**src/rtl/audio_pkg.sv**
```systemverilog
// audio_pkg: sample width, rate constants and width helper shared by the audio paths
package audio_pkg;
  localparam int SAMPLE_W = 8;
  localparam int CLK_HZ = 100_000_000;
  localparam int SAMPLE_HZ = 8000;
  typedef logic [SAMPLE_W-1:0] sample_t;
  function automatic int clog2(input int n);
    int r;
    r = 0;
    while ((1 << r) < n) r++;
    return r;
  endfunction
endpackage

```
**src/rtl/pdm_audio_capture_if.sv**
```systemverilog
// pdm_audio_capture_if: sample read-out bus between the capture block and its drainer
interface pdm_audio_capture_if
  import audio_pkg::*;
#(
  parameter int FIFO_DEPTH = 16
);
  logic rd_en;
  logic clear_ovf;
  sample_t sample_out;
  logic sample_valid;
  logic overflow;
  logic [clog2(FIFO_DEPTH):0] fifo_count;
  modport master(output rd_en, clear_ovf, input sample_out, sample_valid, overflow, fifo_count);
  modport slave(input rd_en, clear_ovf, output sample_out, sample_valid, overflow, fifo_count);
endinterface

```
**src/rtl/sample_fifo.sv**
```systemverilog
// sample_fifo: first-word fall-through FIFO that drops pushes when full unless a pop frees a slot
module sample_fifo
  import audio_pkg::*;
#(
  parameter int WIDTH = SAMPLE_W,
  parameter int DEPTH = 16
) (
  input  logic                     clk,
  input  logic                     rst,
  input  logic                     push,
  input  logic [WIDTH-1:0]         din,
  input  logic                     pop,
  output logic [WIDTH-1:0]         dout,
  output logic [clog2(DEPTH):0]    count,
  output logic                     full,
  output logic                     empty,
  output logic                     drop
);
  localparam int AW = clog2(DEPTH);
  logic [WIDTH-1:0] mem_q [DEPTH];
  logic [WIDTH-1:0] mem_d [DEPTH];
  logic [AW-1:0] wp_q, wp_d, rp_q, rp_d;
  logic [AW:0] cnt_q, cnt_d;
  logic do_push, do_pop;
  // pop only when data exists; a pop on a full FIFO makes room for a same-cycle push
  always_comb begin
    empty = cnt_q == '0;
    full = cnt_q == (AW+1)'(DEPTH);
    do_pop = pop && !empty;
    do_push = push && (!full || do_pop);
    drop = push && !do_push;
    mem_d = mem_q;
    if (do_push) mem_d[wp_q] = din;
    wp_d = wp_q + AW'(do_push);
    rp_d = rp_q + AW'(do_pop);
    cnt_d = cnt_q + (AW+1)'(do_push) - (AW+1)'(do_pop);
    dout = empty ? '0 : mem_q[rp_q];
    count = cnt_q;
  end
  // storage and pointer registers
  always_ff @(posedge clk) begin
    if (rst) begin
      mem_q <= '{default: '0};
      wp_q <= '0;
      rp_q <= '0;
      cnt_q <= '0;
    end else begin
      mem_q <= mem_d;
      wp_q <= wp_d;
      rp_q <= rp_d;
      cnt_q <= cnt_d;
    end
  end
endmodule

```
**src/rtl/pdm_audio_capture.sv**
```systemverilog
// pdm_audio_capture: drives the PDM mic clock, decimates the bit stream by popcount and queues 8-bit samples
module pdm_audio_capture
  import audio_pkg::*;
#(
  parameter int MIC_CLK_HALF = 50,
  parameter int DECIM = 125,
  parameter int FIFO_DEPTH = 16
) (
  input  logic clk,
  input  logic system_reset,
  input  logic capture_en,
  input  logic pdm_data,
  output logic mic_clk,
  output logic mic_lrsel,
  pdm_audio_capture_if.slave bus
);
  localparam int DIV_W = clog2(MIC_CLK_HALF) > 0 ? clog2(MIC_CLK_HALF) : 1;
  logic [DIV_W-1:0] div_q, div_d;
  logic mic_q, mic_d;
  logic s1_q, s2_q;
  logic [7:0] cnt_q, cnt_d, ones_q, ones_d, cnt_n, ones_n;
  logic [8:0] dbl;
  logic push_q, push_d;
  sample_t smp_q, smp_d, dout;
  logic ovf_q, ovf_d;
  logic tc, fall, win_end, full, empty, drop;
  logic [clog2(FIFO_DEPTH):0] count;
  // bits are taken on the falling mic_clk edge; a full window becomes a saturated 2x popcount
  always_comb begin
    tc = div_q == DIV_W'(MIC_CLK_HALF - 1);
    fall = capture_en && tc && mic_q;
    ones_n = ones_q + 8'(s2_q);
    cnt_n = cnt_q + 8'd1;
    dbl = {ones_n, 1'b0};
    win_end = fall && cnt_n == 8'(DECIM);
    div_d = (!capture_en || tc) ? '0 : div_q + 1'b1;
    mic_d = capture_en && (tc ? !mic_q : mic_q);
    cnt_d = (!capture_en || win_end) ? '0 : fall ? cnt_n : cnt_q;
    ones_d = (!capture_en || win_end) ? '0 : fall ? ones_n : ones_q;
    push_d = win_end;
    smp_d = win_end ? (dbl > 9'd255 ? 8'hff : dbl[7:0]) : smp_q;
    ovf_d = (drop && full) || (ovf_q && !bus.clear_ovf);
  end
  // divider, synchronizer, decimator and overflow state
  always_ff @(posedge clk) begin
    if (system_reset) begin
      div_q <= '0;
      mic_q <= 1'b0;
      s1_q <= 1'b0;
      s2_q <= 1'b0;
      cnt_q <= '0;
      ones_q <= '0;
      push_q <= 1'b0;
      smp_q <= '0;
      ovf_q <= 1'b0;
    end else begin
      div_q <= div_d;
      mic_q <= mic_d;
      s1_q <= pdm_data;
      s2_q <= s1_q;
      cnt_q <= cnt_d;
      ones_q <= ones_d;
      push_q <= push_d;
      smp_q <= smp_d;
      ovf_q <= ovf_d;
    end
  end
  sample_fifo #(.WIDTH(SAMPLE_W), .DEPTH(FIFO_DEPTH)) u_fifo (
    .clk(clk),
    .rst(system_reset),
    .push(push_q),
    .din(smp_q),
    .pop(bus.rd_en),
    .dout(dout),
    .count(count),
    .full(full),
    .empty(empty),
    .drop(drop)
  );
  assign mic_clk = mic_q;
  assign mic_lrsel = 1'b0;
  assign bus.sample_out = dout;
  assign bus.sample_valid = !empty;
  assign bus.fifo_count = count;
  assign bus.overflow = ovf_q;
endmodule

```
**src/flat_wrapper.sv**
```systemverilog
// flat-port wrapper written by rule: the top's interface ports become plain ports
module pdm_audio_capture_flat import audio_pkg::*;
#(
  parameter int MIC_CLK_HALF = 50,
  parameter int DECIM = 125,
  parameter int FIFO_DEPTH = 16
)
  (clk, system_reset, capture_en, pdm_data, mic_clk, mic_lrsel, bus_rd_en, bus_clear_ovf, bus_sample_out, bus_sample_valid, bus_overflow, bus_fifo_count);
  pdm_audio_capture_if #(.FIFO_DEPTH(FIFO_DEPTH)) bus_i ();
  input  logic clk;
  input  logic system_reset;
  input  logic capture_en;
  input  logic pdm_data;
  output logic mic_clk;
  output logic mic_lrsel;
  input wire logic [$bits(bus_i.rd_en)-1:0] bus_rd_en;
  input wire logic [$bits(bus_i.clear_ovf)-1:0] bus_clear_ovf;
  output wire logic [$bits(bus_i.sample_out)-1:0] bus_sample_out;
  output wire logic [$bits(bus_i.sample_valid)-1:0] bus_sample_valid;
  output wire logic [$bits(bus_i.overflow)-1:0] bus_overflow;
  output wire logic [$bits(bus_i.fifo_count)-1:0] bus_fifo_count;
  assign bus_i.rd_en = bus_rd_en;
  assign bus_i.clear_ovf = bus_clear_ovf;
  assign bus_sample_out = bus_i.sample_out;
  assign bus_sample_valid = bus_i.sample_valid;
  assign bus_overflow = bus_i.overflow;
  assign bus_fifo_count = bus_i.fifo_count;
  pdm_audio_capture #(.MIC_CLK_HALF(MIC_CLK_HALF), .DECIM(DECIM), .FIFO_DEPTH(FIFO_DEPTH)) u_core (.clk(clk), .system_reset(system_reset), .capture_en(capture_en), .pdm_data(pdm_data), .mic_clk(mic_clk), .mic_lrsel(mic_lrsel), .bus(bus_i));
endmodule
```
**config.mk**
```make
export PLATFORM = sky130hd
export DESIGN_NAME = pdm_audio_capture_flat
export DESIGN_NICKNAME = d
export VERILOG_FILES = /design/src/rtl/audio_pkg.sv /design/src/rtl/pdm_audio_capture_if.sv /design/src/rtl/sample_fifo.sv /design/src/rtl/pdm_audio_capture.sv /design/src/flat_wrapper.sv
export SDC_FILE = /design/constraint.sdc
export NUM_CORES = 1
export LEC_CHECK = 0
export BUFFER_PORTS_ARGS = -buffer_cell sky130_fd_sc_hd__buf_2
export CAP_MARGIN = 25
export CORE_MARGIN = 3
export CORE_UTILIZATION = 30
export DETAILED_ROUTE_END_ITERATION = 12
export PLACE_DENSITY = 0.43
export SYNTH_ARGS = -nofsm -noshare
export SYNTH_HDL_FRONTEND = slang
export SYNTH_SLANG_ARGS = --single-unit
```
**constraint.sdc**
```tcl
create_clock -name clk -period 3.3 [get_ports clk]
set_input_delay 0.495 -clock clk [delete_from_list [all_inputs] [get_ports clk]]
set_output_delay 0.495 -clock clk [all_outputs]
set_load 0.01 [all_outputs]
```
==> impl_metrics.ini <==
[status]
status = finished clean

[yosys]
synthCells = 760
syn-num-nets = 783
async_flop_share_pct = 0
synth_area_leader_cell = dfxtp_1
yosys_most_used_dff = dfxtp_1
yosys-top-cells-area = dfxtp_1 44%, mux2i_1 16%, mux4_2 11%
syn_area_per_cell_sq_um = 10.5
yosysWarningCount = 0
ys_seq_area_share_pct = 44.2
synth_edf_count = 0
synth.distinct_cells = 42
synth.top_cell.area_share_pct = 44.2
synth_seq_cells = 176
syn_area_sq_um = 7980

[clocking]
cts.path.max_buffers = 2
cts_max_level = 4
clkTransAtPathRegs_ns = 0.07
cts-resized-gates = 0
cts_setup_buffers = 0
root_buffer = clkbuf_16
cts_num_sinks = 176
cts_made_buffers = 17
cts_tree = done
clk_latency_ns = 0.42
hold_buffers = 0

[global_route]
grt_pass1_wl_microns = 30000
overflow = 0
grt_max_degree = 153
grt_pass1_vias = 5525
gr-usage-all-layers_pct = 13.6
antenna_found_initial = 0

[floorplanning]
rows = 59
fp.dieArea_sq_um = 28600
boundaryPins = 23
die_w_microns = 169
die_h_microns = 169
start_util_pct = 30.6
core_area_sq_um = 26100

[setup_path]
end_kind = primary output
crit_path_start_kind = register
crit_path_start = u_core.u_fifo.rp_q[0]
critPathBufInv = 2
timing.rr.start = u_core.u_fifo.count[3]
critPathTopFamily = multiplexers
critPathMostFrequentCell = mux4_2
crit_fanout = 32
critPathSlowestCell = mux4_2
critical_path_arrival_ns = 2.43
required_ns = 2.80
crit_chain = buf_12 > mux4_2 > mux4_2 > nor2b_1 > buf_2
critPathMaxStageDelay_ns = 0.59
critPathKind = register to primary output

[finish]
layout-drive-gt1-share_pct = 16.4
final_cell_mix = 178 x nor2_1, 175 x dfxtp_1, 130 x mux2i_1
layout_commonest_cell = nor2_1
num_antenna_cells = 0
design_area_sq_um = 8930
area_delta_synth_final_pct = 12.0
fin_nets = 773

[sta]
hold_ws_ns = 0.305
tns_ns = 0
slew_viol_final = 0
max_freq_mhz = 342
min_period_ns = 2.93
rsz0062_at_grt = false
finalHoldViolCount = 0
slew_headroom_pct = 48.6
max_slew.worst_pin.slew_ns = 0.769
finClkSkew_ns = 0.0104
setup_violations = 0
period_share_pct = 88.7
fin_ws_ns = 0.372

[power]
ir_worst_vdd_mv = 0.315
leakage_uw = 0.00407
power_density_nw_per_um2 = 547

[detailed_routing]
first_iter_violations = 353
vias_per_cell = 4.80
drt_first_pass_iters = 5
via_count = 5271
drt-total-wl_microns = 18700
wl_per_cell_microns = 17.1
drc = 0
antenna_left = 0

[hold_path]
hp-class = input pin to register
min_from = pdm_data

[placement]
hpwl_microns = 12100
routabilityCongestion = 0.756
pre_cts_ws_ns = 0.525
dpl_cell_area_sq_um = 8350
portBuffers = 21

[run]
cap_violations = 0
-- path summary, 6_finish.rpt --
path | end | slack [ns] | cells after the start
setup / recovery | bus_sample_out[7] | 0.37 | 5
hold / removal | u_core.s1_q | 0.30 | 2
setup reg to reg | u_core.u_fifo.count[4] | 0.51 | 14
hold reg to reg | u_core.ones_q[0] | 0.46 | 2
-- synthesized netlist by cell type, types with 4 or more instances --
| cell | n |
|---|---|
| nand3_1 | 11 |
| dfxtp_1 | 176 |
| nor2_1 | 178 |
| xnor2_1 | 15 |
| xor2_1 | 15 |
| nand4_2 | 4 |
| ha_1 | 16 |
| nand2_1 | 21 |
| clkbuf_1 | 43 |
| nor2b_1 | 24 |
| mux4_2 | 40 |
| inv_1 | 14 |
| mux2i_1 | 130 |
| a21oi_1 | 9 |
| nand4_1 | 4 |
| nand3_2 | 12 |
| buf_2 | 8 |
-- logic make-up (layout without fill, tap and decap cells) --
logic type / after synthesis / in the layout / share of synthesized area [%]
AOI/OAI and AO/OA: 22 / 22 / 2.15
DFF: 176 / 176 / 44.2
other: 1 / 1 / 0.0470
muxes: 173 / 173 / 28.0
buffers and inverters: 71 / 73 / 3.66
xor gates and xnor gates: 30 / 30 / 3.29
and+or+nand+nor: 270 / 270 / 15.9
adders and majority gates: 17 / 17 / 2.76
-- final cells by class --
cell class	instances	area [sq um]
repair buffers	28	198
flip-flops and latches	176	3520
clock inverters	12	126
fillers	2633	17100
clock buffers	19	453
well taps	335	419
inverters	14	52.6
multi-input cells	513	4160
-- worst register-to-register path: stages (launching register included) --
cell     delay (ns)
dfxtp_1        0.33
inv_1          0.08
ha_1           0.13
or3b_2         0.47
nor2_1         0.14
nor2b_1        0.08
ha_1           0.28
inv_1          0.04
ha_1           0.19
fa_1           0.41
a21oi_1        0.14
nor2_1         0.05
nor2_1         0.12
xnor2_1        0.13
nor2_1         0.05
-- where the power goes --
part / leakage, uW / internal [uW] / switching, uW
logic: 0.00237 / 311 / 394
clock network: 0.000279 / 1100 / 885
registers: 0.00142 / 2160 / 36.5
-- layer usage --
| metal | GRT usage [%] | routed length [microns] | vias up |
|---|---|---|---|
| met5 | 0 | 0 | - |
| met1 | 17.3 | 8660 | 2630 |
| li1 | - | - | 2572 |
| met4 | 3.99 | 264 | 0 |
| met2 | 23.5 | 9320 | 54 |
| met3 | 2.45 | 464 | 15 |
-- through the flow --
stage | instances | power, uW | util, %
finish | 1097 | 4890 | 34.3
CTS | 1097 | 4990 | 34.3
global route | 1097 | 5120 | 34.3
global placement | 1066 | 2970 | 32.1
floorplan | 760 | 2750 | -
detailed placement | 1066 | 2980 | 32.1
-- state kept, by name, indices dropped and copies added, names as in the netlist --
signal and flops:
u_core.u_fifo.count 5, u_core.s1_q 1, u_core.div_q 6, u_core.u_fifo.rp_q 4
u_core.mic_clk 1, u_core.cnt_q 8, u_core.u_fifo.wp_q 4, u_core.push_q 1
u_core.s2_q 1, u_core.u_fifo.mem_q 128, u_core.smp_q 8, u_core.ones_q 8
u_core.bus.overflow 1
(Power assumes the default switching activity.)
